`src/rtl/solver_phase_sequencer_if.sv`:
```
// ---------------------------------------------------------------------------
// solver_phase_sequencer_if
// Handshake bundle between the host / per-phase control units and the
// solver phase sequencer.
//   in_start               host start / restart pulse
//   in_abort               host abort, forces the sequencer back to IDLE
//   in_setup_done          setup datapath finished
//   in_stochastic_ready    stochastic control unit ready
//   in_probabilistic_done  probabilistic control unit finished
//   in_check_done          clause checker result valid
//   in_all_satisfied       clause checker verdict (qualified by in_check_done)
//   out_current_state      2-bit global phase code
//   out_select_stochastic  move choice made in the last SELECT
//   out_iteration_count    moves issued in the current solve
//   out_busy               solve in progress
//   out_solved             solve finished with all clauses satisfied
//   out_timeout            solve abandoned (iteration limit or watchdog)
//   out_watchdog_error     timeout was caused by the phase watchdog
// Modports: master = host/control side, slave = sequencer side.
// ---------------------------------------------------------------------------
interface solver_phase_sequencer_if #(
  parameter int ITER_WIDTH = 16
);
  logic                  in_start;
  logic                  in_abort;
  logic                  in_setup_done;
  logic                  in_stochastic_ready;
  logic                  in_probabilistic_done;
  logic                  in_check_done;
  logic                  in_all_satisfied;
  logic [1:0]            out_current_state;
  logic                  out_select_stochastic;
  logic [ITER_WIDTH-1:0] out_iteration_count;
  logic                  out_busy;
  logic                  out_solved;
  logic                  out_timeout;
  logic                  out_watchdog_error;

  modport master (
    output in_start, in_abort, in_setup_done, in_stochastic_ready,
           in_probabilistic_done, in_check_done, in_all_satisfied,
    input  out_current_state, out_select_stochastic, out_iteration_count,
           out_busy, out_solved, out_timeout, out_watchdog_error
  );

  modport slave (
    input  in_start, in_abort, in_setup_done, in_stochastic_ready,
           in_probabilistic_done, in_check_done, in_all_satisfied,
    output out_current_state, out_select_stochastic, out_iteration_count,
           out_busy, out_solved, out_timeout, out_watchdog_error
  );
endinterface

```
`src/rtl/solver_phase_sequencer.sv`:
```
// ---------------------------------------------------------------------------
// solver_phase_sequencer
// Top-level phase scheduler of the MCMC constraint solver. After setup the
// initial assignment is checked; every failing check is followed by a
// one-cycle SELECT in which a 16-bit Fibonacci LFSR picks either a
// stochastic or a probabilistic move. Solves end in SOLVED, or in TIMEOUT
// when the iteration budget is used up or a waiting phase stalls too long.
// Ports:
//   in_clk    clock, all state updates on the rising edge
//   in_reset  asynchronous active-high reset
//   bus       solver_phase_sequencer_if.slave (host + control unit handshakes,
//             phase code and status outputs)
// Phase codes: 0 setup/idle/select/solved/timeout, 1 stochastic,
//              2 probabilistic, 3 checking.
// ---------------------------------------------------------------------------
module solver_phase_sequencer #(
  parameter int          ITER_WIDTH           = 16,
  parameter int          MAX_ITERATIONS       = 1000,
  parameter int          STOCHASTIC_THRESHOLD = 128,
  parameter logic [15:0] LFSR_SEED            = 16'hACE1,
  parameter int          PHASE_TIMEOUT        = 4096,
  parameter int          WD_WIDTH             = 13
) (
  input logic                     in_clk,
  input logic                     in_reset,
  solver_phase_sequencer_if.slave bus
);

  typedef enum logic [2:0] {
    ST_IDLE,
    ST_SETUP,
    ST_SELECT,
    ST_STOCHASTIC,
    ST_PROBABILISTIC,
    ST_CHECK,
    ST_SOLVED,
    ST_TIMEOUT
  } state_t;

  localparam logic [ITER_WIDTH-1:0] MAX_ITER  = ITER_WIDTH'(MAX_ITERATIONS);
  localparam logic [WD_WIDTH-1:0]   WD_LIMIT  = WD_WIDTH'(PHASE_TIMEOUT - 1);
  // 9 bits so that 256 (always stochastic) is representable.
  localparam logic [8:0]            THRESH9   = 9'(STOCHASTIC_THRESHOLD);

  state_t                state_q, state_d;
  logic [15:0]           lfsr_q, lfsr_d;
  logic                  sel_q, sel_d;
  logic [ITER_WIDTH-1:0] iter_q, iter_d;
  logic [WD_WIDTH-1:0]   wd_q, wd_d;
  logic                  wd_err_q, wd_err_d;

  logic [15:0]           lfsr_step;
  logic                  pick_stoch;
  logic                  wd_expired;
  logic                  waiting;

  always_ff @(posedge in_clk or posedge in_reset) begin
    if (in_reset) begin
      state_q  <= ST_IDLE;
      lfsr_q   <= LFSR_SEED;
      sel_q    <= 1'b0;
      iter_q   <= '0;
      wd_q     <= '0;
      wd_err_q <= 1'b0;
    end else begin
      state_q  <= state_d;
      lfsr_q   <= lfsr_d;
      sel_q    <= sel_d;
      iter_q   <= iter_d;
      wd_q     <= wd_d;
      wd_err_q <= wd_err_d;
    end
  end

  always_comb begin
    state_d  = state_q;
    lfsr_d   = lfsr_q;
    sel_d    = sel_q;
    iter_d   = iter_q;
    wd_err_d = wd_err_q;

    // Taps 16,14,13,11 (bits 15,13,12,10); shift left, feedback into bit 0.
    lfsr_step  = {lfsr_q[14:0], lfsr_q[15] ^ lfsr_q[13] ^ lfsr_q[12] ^ lfsr_q[10]};
    pick_stoch = ({1'b0, lfsr_step[7:0]} < THRESH9);
    wd_expired = (wd_q == WD_LIMIT);
    waiting    = (state_q == ST_SETUP) || (state_q == ST_STOCHASTIC) ||
                 (state_q == ST_PROBABILISTIC) || (state_q == ST_CHECK);

    if (bus.in_abort) begin
      // Abort clears every visible result but keeps the LFSR sequence going.
      state_d  = ST_IDLE;
      sel_d    = 1'b0;
      iter_d   = '0;
      wd_err_d = 1'b0;
    end else begin
      case (state_q)
        ST_IDLE, ST_SOLVED, ST_TIMEOUT: begin
          if (bus.in_start) begin
            state_d  = ST_SETUP;
            sel_d    = 1'b0;
            iter_d   = '0;
            wd_err_d = 1'b0;
          end
        end
        ST_SETUP: begin
          if (bus.in_setup_done) begin
            state_d = ST_CHECK;
          end else if (wd_expired) begin
            state_d  = ST_TIMEOUT;
            wd_err_d = 1'b1;
          end
        end
        ST_CHECK: begin
          if (bus.in_check_done) begin
            if (bus.in_all_satisfied) begin
              state_d = ST_SOLVED;
            end else if (iter_q == MAX_ITER) begin
              state_d = ST_TIMEOUT;
            end else begin
              state_d = ST_SELECT;
            end
          end else if (wd_expired) begin
            state_d  = ST_TIMEOUT;
            wd_err_d = 1'b1;
          end
        end
        ST_SELECT: begin
          lfsr_d  = lfsr_step;
          sel_d   = pick_stoch;
          iter_d  = iter_q + 1'b1;
          state_d = pick_stoch ? ST_STOCHASTIC : ST_PROBABILISTIC;
        end
        ST_STOCHASTIC: begin
          if (bus.in_stochastic_ready) begin
            state_d = ST_CHECK;
          end else if (wd_expired) begin
            state_d  = ST_TIMEOUT;
            wd_err_d = 1'b1;
          end
        end
        ST_PROBABILISTIC: begin
          if (bus.in_probabilistic_done) begin
            state_d = ST_CHECK;
          end else if (wd_expired) begin
            state_d  = ST_TIMEOUT;
            wd_err_d = 1'b1;
          end
        end
        default: begin
          state_d = ST_IDLE;
        end
      endcase
    end

    // Watchdog restarts on every phase change; an expiry always changes
    // state, so the counter never runs past WD_LIMIT.
    if (state_d != state_q) begin
      wd_d = '0;
    end else if (waiting) begin
      wd_d = wd_q + 1'b1;
    end else begin
      wd_d = '0;
    end
  end

  // Outputs decoded from registered state only.
  always_comb begin
    bus.out_current_state = 2'd0;
    case (state_q)
      ST_STOCHASTIC:    bus.out_current_state = 2'd1;
      ST_PROBABILISTIC: bus.out_current_state = 2'd2;
      ST_CHECK:         bus.out_current_state = 2'd3;
      default:          bus.out_current_state = 2'd0;
    endcase
  end

  assign bus.out_select_stochastic = sel_q;
  assign bus.out_iteration_count   = iter_q;
  assign bus.out_busy              = waiting || (state_q == ST_SELECT);
  assign bus.out_solved            = (state_q == ST_SOLVED);
  assign bus.out_timeout           = (state_q == ST_TIMEOUT);
  assign bus.out_watchdog_error    = wd_err_q && (state_q == ST_TIMEOUT);

endmodule

```
`src/flat_wrapper.sv`:
```
// flat-port wrapper written by rule: the top's interface ports become plain ports
module solver_phase_sequencer_flat 
#(
  parameter int          ITER_WIDTH           = 16,
  parameter int          MAX_ITERATIONS       = 1000,
  parameter int          STOCHASTIC_THRESHOLD = 128,
  parameter logic [15:0] LFSR_SEED            = 16'hACE1,
  parameter int          PHASE_TIMEOUT        = 4096,
  parameter int          WD_WIDTH             = 13
)
  (in_clk, in_reset, bus_in_start, bus_in_abort, bus_in_setup_done, bus_in_stochastic_ready, bus_in_probabilistic_done, bus_in_check_done, bus_in_all_satisfied, bus_out_current_state, bus_out_select_stochastic, bus_out_iteration_count, bus_out_busy, bus_out_solved, bus_out_timeout, bus_out_watchdog_error);
  solver_phase_sequencer_if #(.ITER_WIDTH(ITER_WIDTH)) bus_i ();
  input logic in_clk;
  input logic in_reset;
  input wire logic [$bits(bus_i.in_start)-1:0] bus_in_start;
  input wire logic [$bits(bus_i.in_abort)-1:0] bus_in_abort;
  input wire logic [$bits(bus_i.in_setup_done)-1:0] bus_in_setup_done;
  input wire logic [$bits(bus_i.in_stochastic_ready)-1:0] bus_in_stochastic_ready;
  input wire logic [$bits(bus_i.in_probabilistic_done)-1:0] bus_in_probabilistic_done;
  input wire logic [$bits(bus_i.in_check_done)-1:0] bus_in_check_done;
  input wire logic [$bits(bus_i.in_all_satisfied)-1:0] bus_in_all_satisfied;
  output wire logic [$bits(bus_i.out_current_state)-1:0] bus_out_current_state;
  output wire logic [$bits(bus_i.out_select_stochastic)-1:0] bus_out_select_stochastic;
  output wire logic [$bits(bus_i.out_iteration_count)-1:0] bus_out_iteration_count;
  output wire logic [$bits(bus_i.out_busy)-1:0] bus_out_busy;
  output wire logic [$bits(bus_i.out_solved)-1:0] bus_out_solved;
  output wire logic [$bits(bus_i.out_timeout)-1:0] bus_out_timeout;
  output wire logic [$bits(bus_i.out_watchdog_error)-1:0] bus_out_watchdog_error;
  assign bus_i.in_start = bus_in_start;
  assign bus_i.in_abort = bus_in_abort;
  assign bus_i.in_setup_done = bus_in_setup_done;
  assign bus_i.in_stochastic_ready = bus_in_stochastic_ready;
  assign bus_i.in_probabilistic_done = bus_in_probabilistic_done;
  assign bus_i.in_check_done = bus_in_check_done;
  assign bus_i.in_all_satisfied = bus_in_all_satisfied;
  assign bus_out_current_state = bus_i.out_current_state;
  assign bus_out_select_stochastic = bus_i.out_select_stochastic;
  assign bus_out_iteration_count = bus_i.out_iteration_count;
  assign bus_out_busy = bus_i.out_busy;
  assign bus_out_solved = bus_i.out_solved;
  assign bus_out_timeout = bus_i.out_timeout;
  assign bus_out_watchdog_error = bus_i.out_watchdog_error;
  solver_phase_sequencer #(.ITER_WIDTH(ITER_WIDTH), .MAX_ITERATIONS(MAX_ITERATIONS), .STOCHASTIC_THRESHOLD(STOCHASTIC_THRESHOLD), .LFSR_SEED(LFSR_SEED), .PHASE_TIMEOUT(PHASE_TIMEOUT), .WD_WIDTH(WD_WIDTH)) u_core (.in_clk(in_clk), .in_reset(in_reset), .bus(bus_i));
endmodule
```
`config.mk`:
```
export PLATFORM = sky130hd
export DESIGN_NAME = solver_phase_sequencer_flat
export DESIGN_NICKNAME = d
export VERILOG_FILES = /design/src/rtl/solver_phase_sequencer_if.sv /design/src/rtl/solver_phase_sequencer.sv /design/src/flat_wrapper.sv
export SDC_FILE = /design/constraint.sdc
export NUM_CORES = 1
export LEC_CHECK = 0
export ABC_AREA = 1
export CELL_PAD_IN_SITES_DETAIL_PLACEMENT = 2
export CELL_PAD_IN_SITES_GLOBAL_PLACEMENT = 2
export CORE_ASPECT_RATIO = 1.75
export CORE_MARGIN = 1
export CORE_UTILIZATION = 30
export CTS_CLUSTER_DIAMETER = 40
export DETAILED_ROUTE_END_ITERATION = 6
export PLACE_DENSITY_LB_ADDON = 0.1
export REMOVE_ABC_BUFFERS = 1
export SYNTH_ARGS = -nofsm -noshare
export SYNTH_HDL_FRONTEND = slang
export SYNTH_SLANG_ARGS = --single-unit
```
`constraint.sdc`:
```
create_clock -name in_clk -period 1.9 [get_ports in_clk]
set_input_delay 0.475 -clock in_clk [delete_from_list [all_inputs] [get_ports in_clk]]
set_output_delay 0.475 -clock in_clk [all_outputs]
set_load 0.005 [all_outputs]
```
==> out/qor.yml, run 1 <==
min_path:
  hold_depth: 2
  whs_endpoint: "u_core.lfsr_q[7]"
  hold_class: "register to register"
  min_from: "u_core.lfsr_q[7]"
job:
  max-cap-violations: 0
clock_tree:
  clk_pin_slew_worst_paths_ns: 0.07
  cts_buffers: 5
  root_buffer: "clkbuf_16"
  cts_tree: "done"
  cts.path.max_buffers: 2
  htree_levels: 2
  clk_latency_ns: 0.30
  cts_sinks: 50
synthesis:
  netlist_area_mm2: 0.003054
  synth_cells: 401
  ys_seq_area_frac: 0.4129
  ys_ff_latch: 50
  syn-mean-instance-area_um2: 7.616
  synth_async_sr_flop_share: 1.000
  ys_warn_count: 0
  synth_edf_count: 0
  ys_types: 43
  synth_ff_type: "dfrtp_1"
placement:
  placed_cells: 620
  portBuffers: 31
  hpwl_um: 7939
  place.gp.congestion: 0.7801
grt:
  antenna_found_initial: 0
  gr-total-overflow: 0
  groute.usage.overall: 0.2199
  grt_pass1_vias: 3496
  grt_pass1_wl_um: 17870
  grt_max_degree: 51
power_and_ir_drop:
  power_density_mw_per_mm2: 1169
  leakagePower_uw: 0.002106
  peakVddDrop_uv: 825.4
floorplan:
  rows: 48
  die_y_um: 135.5
  fp.coreArea_mm2: 0.009849
  start_util: 0.3101
  num_io_pins: 32
  die-area_mm2: 0.01060
  die_w_um: 78.27
setup_path:
  crit_arrival_ns: 2.40
  r2r_cells: 16
  cp-start-kind: "register"
  reg2reg_to: "u_core.wd_q[6]"
  r2r_slack_ns: -0.27
  reg2reg_from: "u_core.state_q[2]"
  worst_setup_path_end_kind: "register"
  crit_type: "register to register"
  crit_fanout: 8
  required_ns: 2.13
run_status:
  status: "finished with violations"
  violations: "setup timing"
timing:
  slew_headroom: 0.6736
  rsz0062_at_grt: "yes"
  worst_slew_pin_slew_ns: 0.4858
  fin_crit_sh: 1.141
  report.final.slew_viol_count: 0
  timing.hold.ws_ns: 0.4820
  timing.fmax_mhz: 461.4
  setup_violations: 18
  clock_skew_ns: 0.002773
  setup_ws_ns: -0.2672
  hold_violations: 0
  period_minus_slack_ns: 2.167
route:
  route.vias.total: 3239
  drt_iter0_drc: 104
  dr.pass1.iters: 4
  drc: 0
  wl_um: 12350
  vias_per_cell: 5.030
  ant_nets: 0
  routedWlPerCell_um: 19.18
layout:
  diodes: 0
  fin_cells: 644
  multi_input_area_mm2: 0.001740
  layout-drive-gt1-share: 0.3642
  syn_to_final_growth_pct: 50.68
  layout.area.seq_mm2: 0.001265
  final_nets: 531
  nFillCells: 1114
## worst max-delay path by stage
stage / cells after the start / endpoint / startpoint / slack (ns)
2_1_floorplan: 13 / u_core.wd_q[0] / u_core.state_q[1] / -0.02
3_3_place_gp: 12 / u_core.wd_q[5] / bus_in_check_done / -0.41
3_5_place_dp: 13 / u_core.wd_q[12] / bus_in_check_done / -0.48
4_1_cts: 18 / u_core.wd_q[3] / u_core.state_q[2] / -0.14
5_1_grt: 16 / u_core.wd_q[6] / u_core.wd_q[0] / -0.36
6_report: 16 / u_core.wd_q[6] / u_core.state_q[2] / -0.27
## worst max-delay path, cell delays in order, from the launching register on
cell and delay [ns]:
dfrtp_2 0.44, buf_12 0.15, inv_8 0.06, buf_6 0.10
nand3_4 0.08, nand2_4 0.10, inv_1 0.09, o21ai_2 0.19
nand2_2 0.10, nand2_1 0.10, nand2_1 0.08, inv_2 0.07
nand2_2 0.08, nor2_4 0.13, nand2_4 0.09, buf_12 0.16
nor2_4 0.10
## registers in the layout (all words and copies together) (netlist names)
| name | count |
|---|---|
| u_core.wd_q | 13 |
| u_core.bus.out_select_stochastic | 1 |
| u_core.state_q | 3 |
| u_core.bus.out_iteration_count | 16 |
| u_core.wd_err_q | 1 |
| u_core.lfsr_q | 16 |
## per-layer routing
layer  track usage  routed length [um]
met1        0.2306                4535
met2        0.4493                7035
met3       0.02155                 255
met4       0.05761                 524
met5             0                   0
## power by group
| group | internal (uW) | total [uW] | switching [uW] |
|---|---|---|---|
| combinational | 1250 | 2860 | 1620 |
| sequential | 1290 | 1430 | 139 |
| clock | 630 | 1090 | 461 |
| total | 3160 | 5380 | 2220 |
## through the flow
step | TNS (ns) | utilization | setup slack [ns] | area [um2] | power (uW)
floorplan | -0.1030 | - | -0.01985 | 2995 | 2532
global placement | -6.463 | 0.4079 | -0.4126 | 4018 | 3522
detailed placement | -7.676 | 0.4079 | -0.4774 | 4018 | 3613
CTS | -1.229 | 0.4487 | -0.1444 | 4419 | 4994
global route | -5.206 | 0.4672 | -0.3627 | 4602 | 5653
finish | -3.181 | 0.4672 | -0.2672 | 4602 | 5379
## cell type report
| class | instances | share of cell area |
|---|---|---|
| flip-flops and latches | 50 | 0.2749 |
| repair buffers | 116 | 0.2235 |
| well taps | 125 | 0.03399 |
| clock buffers | 5 | 0.02719 |
| multi-input cells | 286 | 0.3782 |
| inverters | 59 | 0.05193 |
| clock inverters | 3 | 0.01033 |
## cells in the mapped netlist (all sizes together), types with 2 or more instances
master  count  area [um2]
dfrtp      42        1051
xor2        2       17.52
a21oi      12       60.06
clkbuf      2       7.510
nor2       53       294.0
nand2     114       455.4
inv        59       226.5
dfstp       8       210.2
nor4        4       25.02
nand3      30       187.7
or2         4       25.02
ha          4       50.05
nand4       8       50.05
o21ai      25       140.1
xnor2       3       26.28
nor3       15       85.08
buf         3       42.54
## placed cells by master, fill, tap and decap left out, types with 4 or more instances in the layout
cell type        Yosys  routed
buf_6                2      10
nand3_4              1       5
nor2_2               8       8
buf_12               1       4
o21ai_1              4       4
nand2_1            109      99
nand2_4              3       6
dfrtp_1             42      39
clkdlybuf4s50_1      0      24
nor2_4              10      17
inv_4                2       4
buf_4                0      70
inv_2                6       7
a21oi_1             12       8
clkbuf_16            0       5
o21ai_0             19      18
nor2_1              35      28
nand2_2              2       8
inv_1               51      47
nor3_1              13       8
a21oi_2              0       4
nor3_2               2       6
nand4_1              8       8
dlygate4sd2_1        0       4
dfstp_2              8       8
nand3_1             24      22
## cells by family (layout without fill, tap and decap cells)
| family | after synthesis | after routing | synth area share |
|---|---|---|---|
| xor gates and xnor gates | 5 | 5 | 0.01434 |
| buffers and inverters | 65 | 183 | 0.09340 |
| AOI/OAI and AO/OA | 46 | 46 | 0.08850 |
| and+or+nand+nor | 231 | 231 | 0.3744 |
| DFF | 50 | 50 | 0.4129 |
| adders and majority gates | 4 | 4 | 0.01639 |
## timing repair
action                     in CTS  in global routing
resized for setup              49                 41
hold buffers                    0                  0
pin swaps                      22                 22
buffers inserted               10                  8
setup endpoints to repair      27                 35
No activity file was read; power rests on OpenSTA's default activity.
==> inputs of run 2 (changes only) <==
--- a/config.mk
+++ b/config.mk
@@ -11,6 +11,7 @@
 export CORE_ASPECT_RATIO = 1.75
 export CORE_MARGIN = 1
 export CORE_UTILIZATION = 30
+export CTS_BUF_LIST = sky130_fd_sc_hd__clkbuf_16
 export CTS_CLUSTER_DIAMETER = 40
 export DETAILED_ROUTE_END_ITERATION = 6
 export PLACE_DENSITY_LB_ADDON = 0.1
==> results of run 2 <==
The final DEF is identical to that of run 1; final timing and power are the same.
==> inputs of run 3 (changes only) <==
--- a/config.mk
+++ b/config.mk
@@ -6,6 +6,7 @@
 export NUM_CORES = 1
 export LEC_CHECK = 0
 export ABC_AREA = 1
+export CAP_MARGIN = 20
 export CELL_PAD_IN_SITES_DETAIL_PLACEMENT = 2
 export CELL_PAD_IN_SITES_GLOBAL_PLACEMENT = 2
 export CORE_ASPECT_RATIO = 1.75
@@ -16,6 +17,7 @@
 export DETAILED_ROUTE_END_ITERATION = 6
 export PLACE_DENSITY_LB_ADDON = 0.1
 export REMOVE_ABC_BUFFERS = 1
+export SLEW_MARGIN = 10
 export SYNTH_ARGS = -nofsm -noshare
 export SYNTH_HDL_FRONTEND = slang
 export SYNTH_SLANG_ARGS = --single-unit
==> results of run 3 <==
The final DEF is identical to that of run 1; final timing and power are the same.
